<file path="src/rtl/jk_seq_pkg.sv">
// rtl/jk_seq_pkg.sv - shared opcodes, command record and FSM states for the jk command sequencer
package jk_seq_pkg;

    localparam int JK_WIDTH = 4;

    localparam logic [1:0] OP_HOLD   = 2'b00;
    localparam logic [1:0] OP_CLEAR  = 2'b01;
    localparam logic [1:0] OP_SET    = 2'b10;
    localparam logic [1:0] OP_TOGGLE = 2'b11;

    typedef struct packed {
        logic [1:0]          op;
        logic [JK_WIDTH-1:0] mask;
        logic [3:0]          rpt;
    } jk_cmd_t;

    typedef enum logic {
        IDLE  = 1'b0,
        ISSUE = 1'b1
    } seq_state_t;

    // Next Q of a bank of JK flip-flops given the J/K they sample.
    function automatic logic [JK_WIDTH-1:0] jk_next_q(
        input logic [JK_WIDTH-1:0] q,
        input logic [JK_WIDTH-1:0] j,
        input logic [JK_WIDTH-1:0] k
    );
        return (j & ~q) | (~k & q);
    endfunction

endpackage

</file>
<file path="src/rtl/jk_cmd_fifo.sv">
// rtl/jk_cmd_fifo.sv - count-based synchronous command FIFO, head read combinationally, no fall-through
module jk_cmd_fifo #(
    parameter int DW    = 10,
    parameter int DEPTH = 4
) (
    input  logic          i_clk,
    input  logic          i_rst,
    input  logic          i_push,
    input  logic [DW-1:0] i_wdata,
    input  logic          i_pop,
    output logic [DW-1:0] o_rdata,
    output logic          o_full,
    output logic          o_empty
);

    localparam int AW = $clog2(DEPTH);

    logic [DW-1:0] r_mem [DEPTH];
    logic [AW-1:0] r_wr_ptr;
    logic [AW-1:0] r_rd_ptr;
    logic [AW:0]   r_count;
    logic          w_push;
    logic          w_pop;

    assign o_full  = (r_count == (AW+1)'(DEPTH));
    assign o_empty = (r_count == '0);
    assign w_push  = i_push && !o_full;
    assign w_pop   = i_pop && !o_empty;
    assign o_rdata = r_mem[r_rd_ptr];

    always_ff @(posedge i_clk) begin
        if (w_push) begin
            r_mem[r_wr_ptr] <= i_wdata;
        end
    end

    always_ff @(posedge i_clk or negedge i_rst) begin
        if (!i_rst) begin
            r_wr_ptr <= '0;
            r_rd_ptr <= '0;
            r_count  <= '0;
        end else begin
            if (w_push) begin
                r_wr_ptr <= r_wr_ptr + 1'b1;
            end
            if (w_pop) begin
                r_rd_ptr <= r_rd_ptr + 1'b1;
            end
            case ({w_push, w_pop})
                2'b10:   r_count <= r_count + 1'b1;
                2'b01:   r_count <= r_count - 1'b1;
                default: r_count <= r_count;
            endcase
        end
    end

endmodule

</file>
<file path="src/rtl/jk_cmd_sequencer.sv">
// rtl/jk_cmd_sequencer.sv - queues SET/CLEAR/TOGGLE/HOLD commands and replays them as registered j/k beats
// Optional feature macro: SHADOW_CHECK_EN (compare fb_q against the shadow copy, sticky mismatch flag).
module jk_cmd_sequencer
    import jk_seq_pkg::*;
#(
    parameter int WIDTH = JK_WIDTH,
    parameter int DEPTH = 4
) (
    input  logic             i_clk,
    input  logic             i_rst,
    input  logic             i_cmd_valid,
    output logic             o_cmd_ready,
    input  logic [1:0]       i_cmd_op,
    input  logic [WIDTH-1:0] i_cmd_mask,
    input  logic [3:0]       i_cmd_rpt,
    output logic [WIDTH-1:0] o_j,
    output logic [WIDTH-1:0] o_k,
    output logic             o_busy,
    output logic [WIDTH-1:0] o_shadow_q,
    input  logic [WIDTH-1:0] i_fb_q,
    output logic             o_mismatch
);

    seq_state_t       r_state;
    seq_state_t       w_state_nx;
    logic [1:0]       r_op;
    logic [1:0]       w_op_nx;
    logic [WIDTH-1:0] r_mask;
    logic [WIDTH-1:0] w_mask_nx;
    logic [3:0]       r_cnt;
    logic [3:0]       w_cnt_nx;
    logic [WIDTH-1:0] r_j;
    logic [WIDTH-1:0] r_k;
    logic [WIDTH-1:0] w_j_nx;
    logic [WIDTH-1:0] w_k_nx;
    logic [WIDTH-1:0] r_shadow;
    logic             w_pop;
    logic             w_full;
    logic             w_empty;
    jk_cmd_t          w_wdata;
    jk_cmd_t          w_head;

    assign w_wdata = '{op: i_cmd_op, mask: i_cmd_mask, rpt: i_cmd_rpt};

    jk_cmd_fifo #(
        .DW    ($bits(jk_cmd_t)),
        .DEPTH (DEPTH)
    ) u_fifo (
        .i_clk   (i_clk),
        .i_rst   (i_rst),
        .i_push  (i_cmd_valid),
        .i_wdata (w_wdata),
        .i_pop   (w_pop),
        .o_rdata (w_head),
        .o_full  (w_full),
        .o_empty (w_empty)
    );

    always_ff @(posedge i_clk or negedge i_rst) begin
        if (!i_rst) begin
            r_state <= IDLE;
        end else begin
            r_state <= w_state_nx;
        end
    end

    // Popping whenever the current command ends lets back-to-back commands issue with no bubble.
    always_comb begin
        w_state_nx = r_state;
        w_op_nx    = r_op;
        w_mask_nx  = r_mask;
        w_cnt_nx   = r_cnt;
        w_pop      = 1'b0;
        w_j_nx     = '0;
        w_k_nx     = '0;
        case (r_state)
            IDLE: begin
                if (!w_empty) begin
                    w_pop      = 1'b1;
                    w_op_nx    = w_head.op;
                    w_mask_nx  = w_head.mask;
                    w_cnt_nx   = w_head.rpt;
                    w_state_nx = ISSUE;
                end
            end
            ISSUE: begin
                if (r_cnt == 4'd0) begin
                    if (!w_empty) begin
                        w_pop     = 1'b1;
                        w_op_nx   = w_head.op;
                        w_mask_nx = w_head.mask;
                        w_cnt_nx  = w_head.rpt;
                    end else begin
                        w_state_nx = IDLE;
                    end
                end else begin
                    w_cnt_nx = r_cnt - 4'd1;
                end
            end
            default: w_state_nx = IDLE;
        endcase
        if (w_state_nx == ISSUE) begin
            case (w_op_nx)
                OP_CLEAR:  w_k_nx = w_mask_nx;
                OP_SET:    w_j_nx = w_mask_nx;
                OP_TOGGLE: begin
                    w_j_nx = w_mask_nx;
                    w_k_nx = w_mask_nx;
                end
                OP_HOLD:   w_j_nx = '0;
                default:   w_j_nx = '0;
            endcase
        end
    end

    always_ff @(posedge i_clk or negedge i_rst) begin
        if (!i_rst) begin
            r_op     <= OP_HOLD;
            r_mask   <= '0;
            r_cnt    <= '0;
            r_j      <= '0;
            r_k      <= '0;
            r_shadow <= '0;
        end else begin
            r_op     <= w_op_nx;
            r_mask   <= w_mask_nx;
            r_cnt    <= w_cnt_nx;
            r_j      <= w_j_nx;
            r_k      <= w_k_nx;
            r_shadow <= jk_next_q(r_shadow, r_j, r_k);
        end
    end

`ifdef SHADOW_CHECK_EN
    logic r_mismatch;

    always_ff @(posedge i_clk or negedge i_rst) begin
        if (!i_rst) begin
            r_mismatch <= 1'b0;
        end else begin
            r_mismatch <= r_mismatch | (i_fb_q != r_shadow);
        end
    end

    assign o_mismatch = r_mismatch;
`else
    logic w_unused_fb;

    assign w_unused_fb = ^i_fb_q;
    assign o_mismatch  = 1'b0;
`endif

    assign o_cmd_ready = !w_full;
    assign o_busy      = (r_state == ISSUE) || !w_empty;
    assign o_j         = r_j;
    assign o_k         = r_k;
    assign o_shadow_q  = r_shadow;

endmodule
</file>
<file path="config.mk">
export PLATFORM = sky130hd
export DESIGN_NAME = jk_cmd_sequencer
export DESIGN_NICKNAME = d
export VERILOG_FILES = /design/src/rtl/jk_seq_pkg.sv /design/src/rtl/jk_cmd_fifo.sv /design/src/rtl/jk_cmd_sequencer.sv
export SDC_FILE = /design/constraint.sdc
export NUM_CORES = 1
export LEC_CHECK = 0
export CAP_MARGIN = 0
export CORE_UTILIZATION = 37
export DETAILED_ROUTE_END_ITERATION = 16
export PLACE_DENSITY_LB_ADDON = 0.25
export SETUP_SLACK_MARGIN = 0.1
export SYNTH_ARGS = -nofsm -noshare
export SYNTH_HDL_FRONTEND = slang
export SYNTH_SLANG_ARGS = --single-unit
export TNS_END_PERCENT = 5
</file>
<file path="constraint.sdc">
create_clock -name i_clk -period 5.59 [get_ports i_clk]
set_input_delay 1.118 -clock i_clk [delete_from_list [all_inputs] [get_ports i_clk]]
set_output_delay 1.118 -clock i_clk [all_outputs]
set_load 0.005 [all_outputs]
</file>
Yosys cells after proc, flatten, opt, wreduce, memory -nomap -nowiden
Memories as Yosys holds them, arrays and structs flattened. Cells that the tools add are included.

Add/sub/neg operators: 5. Eq/ne operators: 6. Multiplexer cells: 21. Bitwise operators: 6. Reduce and logical (&&, ||, !) cells: 10.

Operators with widths (number): $mux 4 (8); $pmux 4 s2 (2); $and 4x4->4 (2); $not 4->4 (2); $eq 2x2->1 const B (3); $pmux 3 s2 (1); $mux 1 (5); $add 2x1->2 const B (2); $eq 2x1->1 const B (2); $logic_not 4->1 (1); $mux 2 (2); $or 4x4->4 (1); $pmux 1 s2 (2); $pmux 2 s2 (1); $reduce_or 2->1 (2); $sub 4x1->4 const B (1); $add 3x1->3 const B (1); $eq 3x3->1 const B (1); $logic_not 3->1 (1); $sub 3x1->3 const B (1); $logic_and 1x1->1 (2); $logic_not 1->1 (2); $reduce_bool 2->1 (1); $logic_or 1x1->1 (1); $not 1->1 (1).

Flip-flop bits (word level): 30. Bits in writable memories: 40. Input port bits: 17. Output and inout port bits: 15. Word-level logic and storage cells: 59. Memories kept: 1.

Memories: u_fifo.r_mem (words 4, bits a word 10, read ports 1, clocked after Yosys merged registers in 0, wr ports 1, RTL line jk_cmd_fifo.sv:18) `logic [DW-1:0] r_mem [DEPTH];`.

Longest topological paths before layout
Depth in word-level cells: 8. Depth in mapped cells: 12. Gate-level depth less buffers: 12.

Hierarchy
A second synthesis with hierarchy kept.

Cells, all modules: 183. Area total of the unflattened synthesis: 2949.1 µm².

By module, submodules not included: jk_cmd_fifo (times used 1, cells each 89, area an instance 1885.6 µm², sequential area each 1376.3 µm²); jk_cmd_sequencer (times used 1, cells each 94, area an instance 1063.5 µm², sequential area each 575.6 µm²).

Least setup slack after synthesis
No wires, ideal clock.

Kind: in2reg. From: input port i_cmd_valid. To: register u_fifo.r_count[2]. Library setup time: 0.079 ns. Arrival time: 2.277 ns. Required time: 5.511 ns. Setup slack: 3.233 ns. Stages on the path: 8. Buffers on the path: 0. Cells stage by stage: and2_1 > inv_1 > ha_1 > inv_1 > fa_1 > xor2_1 > nor2_1 > xor2_1.

Longest elaborated chain between the ends: 3. Elaborated cells on any way between the ends: 5. Those cells by class: eq/ne: 2; mux: 1; reduce/logical: 2.

Ends and longest elaborated chain: from (decl) (RTL line jk_cmd_sequencer.sv:11) `input logic i_cmd_valid,`; $logic_and 1x1->1 (*) (RTL line jk_cmd_fifo.sv:27) `assign w_push = i_push && !o_full;`; $eq 2x1->1 or $eq 2x2->1 (tied branches) (RTL line jk_cmd_fifo.sv:49) `case ({w_push, w_pop})`; $pmux 3 s2 or $reduce_bool 2->1 (tied branches); to (signal assigned) (RTL line jk_cmd_fifo.sv:50) `2'b10: r_count <= r_count + 1'b1;`; to (signal assigned) (RTL line jk_cmd_fifo.sv:51) `2'b01: r_count <= r_count - 1'b1;`; to (signal assigned) (RTL line jk_cmd_fifo.sv:52) `default: r_count <= r_count;`; to (decl) (RTL line jk_cmd_fifo.sv:21) `logic [AW:0] r_count;`.

Mark *: on every way between the ends. The rest lies on a longest branch, timed or not. A chain may end at the register's enable or synchronous reset.

Worst setup path in the final report
From: register u_fifo.r_count[0]. To: output port o_busy.

Longest elaborated chain between the ends: 3.

Ends and longest elaborated chain: $logic_not 3->1 (RTL line jk_cmd_fifo.sv:26) `assign o_empty = (r_count == '0);`; $logic_not 1->1 (RTL line jk_cmd_sequencer.sv:154) `assign o_busy = (r_state == ISSUE) || !w_empty;`; $logic_or 1x1->1 (RTL line jk_cmd_sequencer.sv:154); to (decl) (RTL line jk_cmd_sequencer.sv:18) `output logic o_busy,`.

No other way between the ends.

==> metrics.md <==
| Metric | Value |
|---|---|
| Synth unique cells | `32` |
| CTS tree | `done` |
| Pre-antenna DRT Iters | `4` |
| PortBufs | `26` |
| CP endpoint kind | `output pin` |
| Arr. time, crit path | `1610 ps` |
| Antenna cell count | `0` |
| DRT antenna net count | `0` |
| Worst Tran Pin Value | `719.2 ps` |
| Final Power | `~1.7 mW` |
| Crit path required time | `between 4000 and 5000 ps` |
| Initial antenna violation count | `0` |
| Total CTS buffers | `9` |
| Largest net degree at the start of global routing | `31` |
| # setup viols final | `0` |
| DR vias/cell | `4.670` |
| Place WS | `approximately 2700 ps` |
| DRC Markers | `0` |
| Die Y-Extent | `between 90 and 100 um` |
| Global placement routability congestion | `roughly 0.75` |
| Startpoint class of the critical path | `flip-flop` |
| Slew Viols, Final | `0` |
| Starting DRC count in detailed routing | `67` |
| Cell Rows | `31` |
| Netlist Area Pre-Place | `between 2000 and 3000 um^2` |
| Pwr Density | `slightly above 500 nW/um^2` |
| Die Area | `between 8000 and 9000 um^2` |
| Reg power frac | `approximately half` |
| Core area | `about 7400 um^2` |
| Cell-internal power | `1.196 mW` |
| Reg area | `1952 um^2` |
| Hold violation count in the final report | `0` |
| Fillers | `656` |
| IO Pins | `32` |
| Syn Area/Cell | `between 15 and 20 um^2` |
| Worst Clk Skew | `roughly 7.0 ps` |
| CP max FO | `4` |
| Crit path kind | `flip-flop to output pin` |
| TNS Setup | `0 ps` |
| Switching Power | `528.5 uW` |
| Comb power frac | `approximately 31%` |
| Post-route minimum period | `2727 ps` |
| Synth area leaders | `edfxtp_1 42%, dfrtp_1 26%, mux4_2 7.0%` |
| Tot GR Track Use | `12.37%` |
| Switching share of power | `between 30% and 40%` |
| EDFF count, synth | `40` |
| Area post-placement | `~3200 um^2` |
| Max Clock Freq | `366.7 MHz` |
| Maxcap violations | `0` |
| Syn_nets | `200` |
| RSZ-0062 raised after global routing | `false` |
| Share of the synthesized area in the top cell type | `41.52%` |
| Post-CTS setup buffers | `0` |
| Clock power frac | `about a fifth` |
| Vias in the first global route | `1,510` |
| Design Area, Final | `3412 um^2` |
| Tcrit/Tclk final | `between 40% and 50%` |
| Hold Path Class | `flip-flop to flip-flop` |
| CTS sink cnt | `70` |
| Cell taking the most area after synthesis | `edfxtp_1` |
| Clock slew at reported path FFs | `approximately 70 ps` |
| Die W | `90.42 um` |
| Pleak | `about 1.3 nW` |
| FF+latch count, synth | `70` |
| First-pass GRT wire length | `7569 um` |
| Max_slew headroom | `a little over half` |
| Clk Latency, worst-skew pair | `340 ps` |
| CTS root buffer | `clkbuf_8` |
| Final core occ | `46.06%` |
| Multi-input gate area | `around 840 um^2` |
| WL per Instance | `about 14 um` |
| Via Count | `roughly 1,500` |
| Async set or reset register ratio after synthesis | `42.86%` |
| H-tree levels | `3` |
| Post-CTS sizing | `0` |
| WHS | `roughly 450 ps` |
| Hold-fix buffers, CTS | `0` |
| Grt ovf | `0` |
| Sequential fraction of the synthesis area | `between 60% and 70%` |
| Fin cells | `about 310` |
| Placed wire-length estimate | `2983 um` |
| Placed insts | `296` |
| Ys flop type | `edfxtp_1` |
| Fin nets | `between 200 and 250` |
| Share of post-route cells with drive strength above 1 | `between 10% and 20%` |
| Syn-to-layout area delta | `17.95%` |
| Maximum VDD drop | `~0.2 mV` |
| Clk buf depth | `2` |
| Final wirelength | `4343 um` |
| Status | `complete, no violations` |
| Cells after Synth | `175` |
| PnR worst setup slack | `roughly 2900 ps` |
| Effective utilization at floorplan | `between 30% and 40%` |
| Yosys warnings | `0` |
[final timing paths]
| kind | from | end | slack (ps) | cells after the start |
|---|---|---|---|---|
| setup reg to reg | r_cnt[0] | u_fifo.r_count[2] | 2990 | 12 |
| hold reg to reg | o_k[0] | o_shadow_q[0] | 450 | 1 |
| setup / recovery | u_fifo.r_count[0] | o_busy | 2860 | 3 |
| min in group asynchronous | i_rst | u_fifo.r_wr_ptr[1] | 1160 | 2 |
| hold / removal | o_k[0] | o_shadow_q[0] | 450 | 1 |
| max in group asynchronous | i_rst | r_mask[2] | 4140 | 2 |
[placed cells by master, fill, tap and decap left out, types with 6 or more instances in the layout]
cell              n
dfrtp_1          30
o22ai_1           8
mux2_4            6
nand2_1          17
clkdlybuf4s50_1  26
mux2i_1           6
mux4_2            9
clkbuf_8         10
ha_1              7
edfxtp_1         40
inv_1            12
[cell families (layout without fill, tap and decap cells)]
group,count (synthesis),after routing,share of synthesized area [%]
and+or+nand+nor,35,35,6.099
muxes,25,25,14.27
buffers and inverters,18,56,3.546
other,1,1,0.1296
adders and majority gates,8,8,3.720
AOI/OAI and AO/OA,12,12,2.941
DFF,70,70,67.47
xor gates and xnor gates,6,6,1.817
[critical path, stage by stage, from the launching register on]
cell,delay (ps)
dfrtp_1,420
nor3_1,310
nand2b_1,90
clkdlybuf4s50_1,450
[per-layer routing]
layer / routed length (um) / vias up / track usage [%]
met5: 0 / - / 0
met4: 42 / 0 / 3.226
met3: 230 / 6 / 5.640
met2: 2094 / 40 / 19.47
met1: 1975 / 709 / 15.46
li1: - / 702 / -
[power by group through the flow]
stage	clock (mW)	sequential [mW]	combinational, mW
floorplan	0	0.803	0.418
global placement	0	0.850	0.534
detailed placement	0	0.852	0.548
finish	0.351	0.838	0.536
CTS	0.366	0.844	0.547
global route	0.392	0.864	0.596
[synthesized netlist by cell type, types with 2 or more instances]
cell / n
edfxtp_1: 40
dfrtp_1: 30
nand2_1: 17
inv_1: 12
mux4_2: 9
o22ai_1: 8
ha_1: 7
mux2_4: 6
mux2i_1: 6
and3_1: 4
nand3_1: 4
mux2_2: 3
xnor2_1: 3
xor2_1: 3
buf_6: 2
nand2_4: 2
nor2_1: 2
nor3_1: 2
o221a_1: 2
[registers in the layout (all words and copies together) (netlist names)]
register and cells:
o_j 4, u_fifo.r_mem 40, r_op 2, u_fifo.r_count 3, r_state 1, u_fifo.r_rd_ptr 2
r_cnt 4, o_shadow_q 4, o_k 4, u_fifo.r_wr_ptr 2, r_mask 4
[final cells by class]
type                    instances  share of cell area (%)
well taps                      99                   3.630
repair buffers                 27                   7.847
inverters                      13                   1.577
clock inverters                 5                   1.027
flip-flops and latches         70                   57.21
clock buffers                  11                   4.144
multi-input cells              87                   24.57
(Power assumes the default switching activity.)
==> edit (same flow settings) <==
The package constant `JK_WIDTH` goes from 4 to 3.
--- a/src/rtl/jk_seq_pkg.sv
+++ b/src/rtl/jk_seq_pkg.sv
@@ -2,5 +2,5 @@
 package jk_seq_pkg;
 
-    localparam int JK_WIDTH = 4;
+    localparam int JK_WIDTH = 3;
 
     localparam logic [1:0] OP_HOLD   = 2'b00;
Interface: changed (5 resized); port bits go from 32 to 27. The function was not compared with the original's and may differ.
==> edit against the unedited design <==
- synthesized cell count decreased by 9.7%
- cell area shrank 11%
- power down 11%
- worst setup slack worse by 13 ps
- sequential power decreased by 11%
- routed wire length fell by 6.1%
- clock skew down 1.0 ps
- synthesized area down 11%
- maximum frequency fell by 0.48%
- sequential cell count fell by 8
==> edit: results (changes against the unedited design) <==
* Status: finished clean
* Clock skew at 5.97 ps (-1.00 ps)
* Metal3 WL at 184 um (-20%)
* Vias in the first global route at 1476 (-2.3%)
* Fillers at 592 (-9.8%)
* Top cells by count, synth: edfxtp_1, dfrtp_1, nand2_1
* Final HPWL DP at 2860 um (-4.2%)
* Area contributors post-synth: edfxtp_1, dfrtp_1, mux4_2, mux4_1, ha_1
* Seq/Total Area, Yosys at 67.0% (-0.45 points)
* Dpl ws at 2640 ps (-11.4 ps)
* Pleak at 1.16 nW (-10%)
* Cells after Synth at 158 (-9.7%)
* Met1 Usage GRT at 13.9% (-1.5 points)
* Routed len/inst at 15.0 um (+8.1%)
* DR iter-0 viols at 44 (-34%)
* Layout Nets at 209 (-10%)
* GRT Util Overall at 13.1% (+0.72 points)
* Syn_nets at 181 (-9.5%)
* Worst vdd ir at 0.000190 V (-7.4%)
* Vias per Instance at 4.96 (+6.2%)
* Gpl congestion at 0.750 (-0.48%)
* Rel. slew slack at 23.2% (-29 points)
* Number of synthesized flops with an enable pin at 36 (-10%)
* First-pass GRT wire length at 6950 um (-8.2%)
* Met2 routed WL at 2160 um (+2.9%)
* Met1 wire length at 1700 um (-14%)
* Total wire length at 4080 um (-6.1%)
* Met3 Use GR at 6.06% (+0.42 points)
* Post-DP Area at 0.00286 mm2 (-12%)
-- edit: cell count changes after synthesis, sizes merged, moves of 2 or more --
| cell | unedited run | this run |
|---|---|---|
| dfrtp | 30 | 26 |
| o22ai | 8 | 6 |
| edfxtp | 40 | 36 |
| nand2 | 19 | 16 |
-- edit: area by class of cell --
cell class              count  area, um2  share of cell area [%]
inverters                  12       47.5                    1.57
flip-flops and latches     62       1730                    57.2
clock inverters             5       36.3                    1.20
repair buffers             22        220                    7.27
well taps                  80        100                    3.30
multi-input cells          79        762                    25.2
clock buffers              11        131                    4.34
-- edit: worst paths after layout --
kind	start	cells past startpoint	to
hold reg to reg	o_k[2]$_DFF_PN0_	1	o_shadow_q[2]$_DFF_PN0_
hold / removal	o_k[2]$_DFF_PN0_	1	o_shadow_q[2]$_DFF_PN0_
setup / recovery	u_fifo.r_count[0]$_DFFE_PN0P_	3	o_busy
min in group asynchronous	i_rst	1	r_cnt[1]$_DFF_PN0_
setup reg to reg	r_cnt[0]$_DFF_PN0_	12	u_fifo.r_count[2]$_DFFE_PN0P_
max in group asynchronous	i_rst	1	u_fifo.r_wr_ptr[1]$_DFFE_PN0P_
-- edit: critical path, delay by kind of cell (launching register included) --
| kind | cells | cell delay (ps) |
|---|---|---|
| buf+inv | 1 | 450 |
| flops | 1 | 420 |
| simple gates | 2 | 420 |
-- edit: cell families after synthesis --
group                    after synthesis  share of synthesized area, %
XOR/XNOR                               6                          2.03
flip-flops                            62                          67.0
buffers and inverters                 17                          3.49
AO/OA/AOI/OAI                         10                          2.81
AND/OR/NAND/NOR                       32                          6.20
multiplexers                          22                          14.1
other                                  1                         0.145
adder cells (fa/ha/maj)                8                          4.16
-- edit: report_power, final --
part	internal (mW)	switching [mW]
logic	0.259	0.211
registers	0.636	0.108
clock network	0.161	0.167
total	1.06	0.486
